==> config.mk <==
export PLATFORM = sky130hd
export DESIGN_NAME = rtc_read
export DESIGN_NICKNAME = d
export VERILOG_FILES = /design/src/rtl/rtc_pkg.sv /design/src/rtl/rtc_sclk_gen.sv /design/src/rtl/rtc_read.sv
export SDC_FILE = /design/constraint.sdc
export NUM_CORES = 1
export LEC_CHECK = 0
export ABC_AREA = 1
export CORE_MARGIN = 10
export CORE_UTILIZATION = 55
export DETAILED_ROUTE_END_ITERATION = 6
export PLACE_DENSITY = 0.78
export SETUP_SLACK_MARGIN = 0.15
export SYNTH_ARGS = -nofsm -noshare
export SYNTH_HDL_FRONTEND = slang
export SYNTH_SLANG_ARGS = --single-unit
==> constraint.sdc <==
create_clock -name clk -period 2 [get_ports clk]
set_input_delay 0.5 -clock clk [delete_from_list [all_inputs] [get_ports clk]]
set_output_delay 0.5 -clock clk [all_outputs]
set_load 0.03 [all_outputs]
==> src/rtl/rtc_pkg.sv <==
// rtc_pkg: shared definitions for the DS1302-style RTC read and write engines.
// Read FSM state encoding, register command bytes and read-sequence helpers.
// RTC_READ_HOURS_EN extends the read sequence with the hours transaction.
package rtc_pkg;

   typedef enum logic [1:0] {
      IDLE = 2'd0,
      XFER = 2'd1,
      GAP  = 2'd2,
      DONE = 2'd3
   } rd_state_e;

   // Read commands (bit 0 set selects read)
   localparam logic [7:0] ADR_RD_SEC  = 8'h81;
   localparam logic [7:0] ADR_RD_MIN  = 8'h83;
   localparam logic [7:0] ADR_RD_HR   = 8'h85;

   // Write commands used by the writer on the same pins
   localparam logic [7:0] ADR_WR_SEC  = 8'h80;
   localparam logic [7:0] ADR_WR_MIN  = 8'h82;
   localparam logic [7:0] ADR_WR_HR   = 8'h84;
   localparam logic [7:0] ADR_WR_CTRL = 8'h8E;

   // Index of the final transaction in one read frame
`ifdef RTC_READ_HOURS_EN
   localparam logic [1:0] RD_LAST_IDX = 2'd2;
`else
   localparam logic [1:0] RD_LAST_IDX = 2'd1;
`endif

   // Command byte for transaction index: seconds, minutes, hours
   function automatic logic [7:0] rd_cmd(input logic [1:0] idx);
      case (idx)
         2'd0:    rd_cmd = ADR_RD_SEC;
         2'd1:    rd_cmd = ADR_RD_MIN;
         default: rd_cmd = ADR_RD_HR;
      endcase
   endfunction

endpackage

==> src/rtl/rtc_sclk_gen.sv <==
// rtc_sclk_gen: serial clock and bit-period sequencing for one RTC transaction.
// Latency: sclk starts low for SCLK_HALF clks the cycle after en_i rises; 16 periods of 2*SCLK_HALF clks.
// Backpressure: none; held cleared (sclk low, counters zero) whenever en_i is low.
module rtc_sclk_gen #(
   parameter int unsigned SCLK_HALF = 2
) (
   input  logic       clk,
   input  logic       rst,
   input  logic       en_i,
   output logic       sclk_o,
   output logic       rise_next_o,
   output logic       fall_o,
   output logic       last_period_o,
   output logic [3:0] period_o
);

   localparam int unsigned HW = (SCLK_HALF > 1) ? $clog2(SCLK_HALF) : 1;

   logic [HW-1:0] half_q;
   logic          sclk_q;
   logic [3:0]    period_q;
   logic          half_end;

   assign half_end = (half_q == HW'(SCLK_HALF - 1));

   // Half-period counter toggles sclk; each falling edge closes a bit period
   always_ff @(posedge clk) begin
      if (rst || !en_i) begin
         half_q   <= '0;
         sclk_q   <= 1'b0;
         period_q <= 4'd0;
      end else if (half_end) begin
         half_q <= '0;
         sclk_q <= ~sclk_q;
         if (sclk_q) begin
            period_q <= period_q + 4'd1;
         end
      end else begin
         half_q <= half_q + 1'b1;
      end
   end

   assign sclk_o        = sclk_q;
   assign rise_next_o   = en_i & ~sclk_q & half_end;
   assign fall_o        = en_i &  sclk_q & half_end;
   assign last_period_o = (period_q == 4'd15);
   assign period_o      = period_q;

endmodule

==> src/rtl/rtc_read.sv <==
// rtc_read: DS1302-style three-wire time read controller (optional hours via RTC_READ_HOURS_EN).
// Latency: valid at N+1+T*32*SCLK_HALF+(T-1)*GAP_CYCLES after read is seen in IDLE at cycle N.
// Backpressure: read is sampled only in IDLE; requests while busy are dropped, never queued.
module rtc_read import rtc_pkg::*; #(
   parameter int unsigned SCLK_HALF  = 2,
   parameter int unsigned GAP_CYCLES = 8
) (
   input  logic       clk,
   input  logic       rst,
   input  logic       read,
   input  logic       io_in,
   output logic       ce,
   output logic       sclk,
   output logic       io_out,
   output logic       io_oe,
   output logic       busy,
   output logic       valid,
   output logic [3:0] data_sec_0,
   output logic [3:0] data_sec_1,
   output logic       ch,
   output logic [3:0] data_min_0,
   output logic [3:0] data_min_1
`ifdef RTC_READ_HOURS_EN
   ,
   output logic [3:0] data_hr_0,
   output logic [1:0] data_hr_1,
   output logic       mode_12h
`endif
);

   localparam int unsigned GW = $clog2(GAP_CYCLES + 1);

   rd_state_e     state_q;
   logic [1:0]    idx_q;
   logic [GW-1:0] gap_q;
   logic [7:0]    tx_q;
   logic [7:0]    rx_q;
   logic          ce_q;
   logic          io_out_q;
   logic          io_oe_q;
   logic          busy_q;
   logic          valid_q;

   // Shadows collect bytes during the frame; *_o_q are the visible time outputs
   logic [7:0]    sec_sh_q, sec_d;
   logic [7:0]    min_sh_q, min_d;
   logic [7:0]    sec_o_q;
   logic [6:0]    min_o_q;
`ifdef RTC_READ_HOURS_EN
   logic [7:0]    hr_sh_q, hr_d;
   logic [6:0]    hr_o_q;
   logic          unused_hr_bit6;
`endif
   logic          unused_min_bit7;

   logic [7:0]    next_cmd;
   logic          rise_next;
   logic          fall;
   logic          last_period;
   logic [3:0]    period;

   rtc_sclk_gen #(
      .SCLK_HALF(SCLK_HALF)
   ) u_sclk_gen (
      .clk          (clk),
      .rst          (rst),
      .en_i         (ce_q),
      .sclk_o       (sclk),
      .rise_next_o  (rise_next),
      .fall_o       (fall),
      .last_period_o(last_period),
      .period_o     (period)
   );

   assign next_cmd = rd_cmd(idx_q + 2'd1);

   // Shadow view with the byte just received merged in, so the final byte
   // and the earlier ones reach the outputs on the same edge
   always_comb begin
      sec_d = sec_sh_q;
      min_d = min_sh_q;
`ifdef RTC_READ_HOURS_EN
      hr_d  = hr_sh_q;
`endif
      case (idx_q)
         2'd0:    sec_d = rx_q;
         2'd1:    min_d = rx_q;
`ifdef RTC_READ_HOURS_EN
         default: hr_d  = rx_q;
`else
         default: ;
`endif
      endcase
   end

   assign unused_min_bit7 = min_d[7];
`ifdef RTC_READ_HOURS_EN
   assign unused_hr_bit6  = hr_d[6];
`endif

   // Frame sequencer: IDLE -> (XFER -> GAP)* -> XFER -> DONE, all pin/status outputs registered
   always_ff @(posedge clk) begin
      if (rst) begin
         state_q  <= IDLE;
         idx_q    <= 2'd0;
         gap_q    <= '0;
         tx_q     <= 8'd0;
         rx_q     <= 8'd0;
         ce_q     <= 1'b0;
         io_out_q <= 1'b0;
         io_oe_q  <= 1'b0;
         busy_q   <= 1'b0;
         valid_q  <= 1'b0;
         sec_sh_q <= 8'd0;
         min_sh_q <= 8'd0;
         sec_o_q  <= 8'd0;
         min_o_q  <= 7'd0;
`ifdef RTC_READ_HOURS_EN
         hr_sh_q  <= 8'd0;
         hr_o_q   <= 7'd0;
`endif
      end else begin
         valid_q <= 1'b0;
         case (state_q)
            IDLE: begin
               if (read) begin
                  state_q  <= XFER;
                  idx_q    <= 2'd0;
                  tx_q     <= ADR_RD_SEC;
                  io_out_q <= ADR_RD_SEC[0];
                  io_oe_q  <= 1'b1;
                  ce_q     <= 1'b1;
                  busy_q   <= 1'b1;
               end
            end
            XFER: begin
               // Device data is stable by the end of the low phase
               if (rise_next && period[3]) begin
                  rx_q <= {io_in, rx_q[7:1]};
               end
               if (fall) begin
                  if (last_period) begin
                     ce_q     <= 1'b0;
                     io_out_q <= 1'b0;
                     io_oe_q  <= 1'b0;
                     sec_sh_q <= sec_d;
                     min_sh_q <= min_d;
`ifdef RTC_READ_HOURS_EN
                     hr_sh_q  <= hr_d;
`endif
                     if (idx_q == RD_LAST_IDX) begin
                        state_q <= DONE;
                        valid_q <= 1'b1;
                        sec_o_q <= sec_d;
                        min_o_q <= min_d[6:0];
`ifdef RTC_READ_HOURS_EN
                        hr_o_q  <= {hr_d[7], hr_d[5:0]};
`endif
                     end else begin
                        state_q <= GAP;
                        gap_q   <= '0;
                     end
                  end else if (period == 4'd7) begin
                     // Command sent: release the pin for the data byte
                     io_out_q <= 1'b0;
                     io_oe_q  <= 1'b0;
                  end else if (!period[3]) begin
                     tx_q     <= {1'b0, tx_q[7:1]};
                     io_out_q <= tx_q[1];
                  end
               end
            end
            GAP: begin
               if (gap_q == GW'(GAP_CYCLES - 1)) begin
                  state_q  <= XFER;
                  idx_q    <= idx_q + 2'd1;
                  tx_q     <= next_cmd;
                  io_out_q <= next_cmd[0];
                  io_oe_q  <= 1'b1;
                  ce_q     <= 1'b1;
               end else begin
                  gap_q <= gap_q + 1'b1;
               end
            end
            DONE: begin
               state_q <= IDLE;
               busy_q  <= 1'b0;
            end
            default: state_q <= IDLE;
         endcase
      end
   end

   assign ce         = ce_q;
   assign io_out     = io_out_q;
   assign io_oe      = io_oe_q;
   assign busy       = busy_q;
   assign valid      = valid_q;
   assign data_sec_0 = sec_o_q[3:0];
   assign data_sec_1 = {1'b0, sec_o_q[6:4]};
   assign ch         = sec_o_q[7];
   assign data_min_0 = min_o_q[3:0];
   assign data_min_1 = {1'b0, min_o_q[6:4]};
`ifdef RTC_READ_HOURS_EN
   assign data_hr_0  = hr_o_q[3:0];
   assign data_hr_1  = hr_o_q[5:4];
   assign mode_12h   = hr_o_q[6];
`endif

endmodule

==> impl_metrics.toml <==
[global_routing]
grt_pass1_vias = 2172
antenna_found_initial = 0
grt_usage = 0.151
grt-ovfl-total = 0
grt_pass1_wl_um = 9300
grt_max_degree = 19

[yosys]
synth_area_mm2 = 0.00258
synth_area_leaders = "dfxtp_1, nand2_1, nor2_1"
synth_largest_area_cell = "dfxtp_1"
synth_xor_area_frac = 0
synth_area_per_cell_um2 = 7.20
seq_area_frac_synth = 0.443
synthCells = 358
synthAdderAreaFrac = 0.0437
synth_flop_cell = "dfxtp_1"
synth_compound_area_frac = 0.125
yosys-top-cells-count = "nand2_1, dfxtp_1, nor2_1"
synth-seq-cells = 57
synth_edf_count = 0
synth_most_common_cell = "nand2_1"
yosysUniqueCellTypes = 24
async_flop_share = 0
synth.area.mux_share = 0
synthSimpleGateAreaFrac = 0.294
synth_top_family_by_area = "simple AND/OR/NAND/NOR gates"
synth_warnings = 0
netlist.area_leader.share = 0.443

[pwr]
seqPwrFrac = 0.365
p_clk_frac = 0.280
power.total_mw = 3.81
p_per_area_mw_per_mm2 = 1250
power.internal_mw = 2.38
p_sw_frac = 0.375
power.share.combinational = 0.356
irDropWorstVdd_v = 0.00109
leakage_nw = 1.57
switching_power_mw = 1.43

[floorplanning]
die_area_mm2 = 0.00782
std_cell_rows = 24
die_y_um = 88.5
dieWidth_um = 88.5
coreArea_mm2 = 0.00444
pin_count = 27
start_util = 0.580

[worst_hold_path]
hold_path_depth = 2
hp-class = "register to register"

[route]
first_iter_violations = 150
antenna_left = 0
vias = 2305
wirelength_um = 5530
via_per_inst = 5.19
drc_errors = 0
firstDrtPassIters = 4
routedWlPerCell_um = 12.5

[clock_tree]
cts_root_buffer = "clkbuf_8"
cts_resized = 14
cts_buffers = 9
clockBufferDepth = 2
clkLatencyLatePin_ps = 340
clock_sinks = 57
cts_tree = "yes"
hold_buffers = 0
clk_pin_slew_ps = 70
cts_setup_buffers = 0
cts_max_level = 3

[setup_path]
ff2ff_path_depth = 8
crit_family = "buffers and inverters"
arrival_ps = 1310
path_cells = "clkdlybuf4s50_1"
path_class = "register to primary output"
required_ps = 1500
cp_num_cells = 1
cp_slowest_stage_delay_ps = 660
slowest_stage = "clkdlybuf4s50_1"
cp_num_buf_inv = 1
crit_fanout = 1
crit_path_start_kind = "register"
end_kind = "primary output"

[cells_and_area]
antenna_cells = 0
layout.nets = 400
final_util = 0.685
layout-drive-gt1-share = 0.0867
fill_cells = 400
syn_to_final_growth_pct = 18.1

[timing]
post-route-period-util = 0.904
rsz0062_at_grt = "yes"
worst_pin_slew_ps = 588
holdWs_ps = 438
setup_viol = 0
post-route-min-period_ps = 1810
final_hold_viol_count = 0
slew_headroom = 0.608
finalClockSkew_ps = 5.01
max_freq_ghz = 0.553
slew_viol_final = 0
final.setup.tns_ps = 0

[place]
dp_hpwl_um = 3890
place.gp.congestion = 0.897
io_buffers = 24

[flow_run]
max_cap_violations = 0

[run_status]
status = "completed"
state kept, by name, summed over array words and instances, names as in the netlist, 2 cells and up:
name                 cells
sec_o_q                  8
tx_q                     7
rx_q                     8
gap_q                    4
sec_sh_q                 8
state_q                  2
idx_q                    2
min_o_q                  7
u_sclk_gen.period_o      4
path summary, 6_finish.rpt:
kind,startpoint,slack (ps),to
setup / recovery,valid,190,valid
hold / removal,min_o_q[1],440,min_o_q[1]
setup reg to reg,state_q[1],300,sec_sh_q[6]
hold reg to reg,min_o_q[1],440,min_o_q[1]
kinds of logic after synthesis:
family / Yosys count
simple gates: 179
compound gates: 63
flops: 57
buf+inv: 49
other cells: 1
fa+ha+maj: 9
final cells by class:
class / count / area [µm²] / area share
Sequential cell: 57 / 1140 / 0.375
Multi-Input combinational cell: 253 / 1200 / 0.396
Tap cell: 52 / 65.1 / 0.0214
Clock buffer: 10 / 138 / 0.0452
Clock inverter: 6 / 57.6 / 0.0189
Inverter: 34 / 128 / 0.0419
Timing Repair Buffer: 32 / 310 / 0.102
power groups by stage:
stage / Sequential, mW / Combinational (mW) / Clock, mW
2_1_floorplan: 1.46 / 0.962 / 0
4_1_cts: 1.39 / 1.35 / 1.07
3_3_place_gp: 1.41 / 1.32 / 0
5_1_grt: 1.41 / 1.55 / 1.14
3_5_place_dp: 1.42 / 1.35 / 0
6_report: 1.39 / 1.36 / 1.07
layout by cell type (no fill, tap or decap), drive strengths merged:
master         Yosys  routed
a211oi             1       1
a21boi             2       2
a21oi             37      37
and3               1       1
buf               11       8
bufinv             0       1
clkbuf             4      10
clkdlybuf4s50      0       4
clkinv             0       4
clkinvlp           0       1
conb               1       2
dfxtp             57      57
dlygate4sd2        0      14
dlymetal6s2s       0       6
ha                 9       9
inv               34      34
nand2             96      96
nand3             22      22
nand4              2       2
nor2              54      54
nor3               3       3
nor3b              1       1
o21ai             23      23
metrics by stage:
step                worst slack [ps]  cell area, µm²  cells
floorplan                        324            2580    359
global placement                 186            2850    428
detailed placement               171            2850    428
CTS                              150            3020    444
global route                     137            3040    444
finish                           191            3040    444
metal layers:
| metal | up-vias | track usage | share of wire |
|---|---|---|---|
| met3 | 14 | 0.0377 | 0.044 |
| met5 | - | 0 | 0 |
| met1 | 1044 | 0.156 | 0.44 |
| li1 | 1191 | - | - |
| met4 | 0 | 0.0984 | 0.023 |
| met2 | 56 | 0.269 | 0.49 |
No activity file was read; power rests on OpenSTA's default activity.
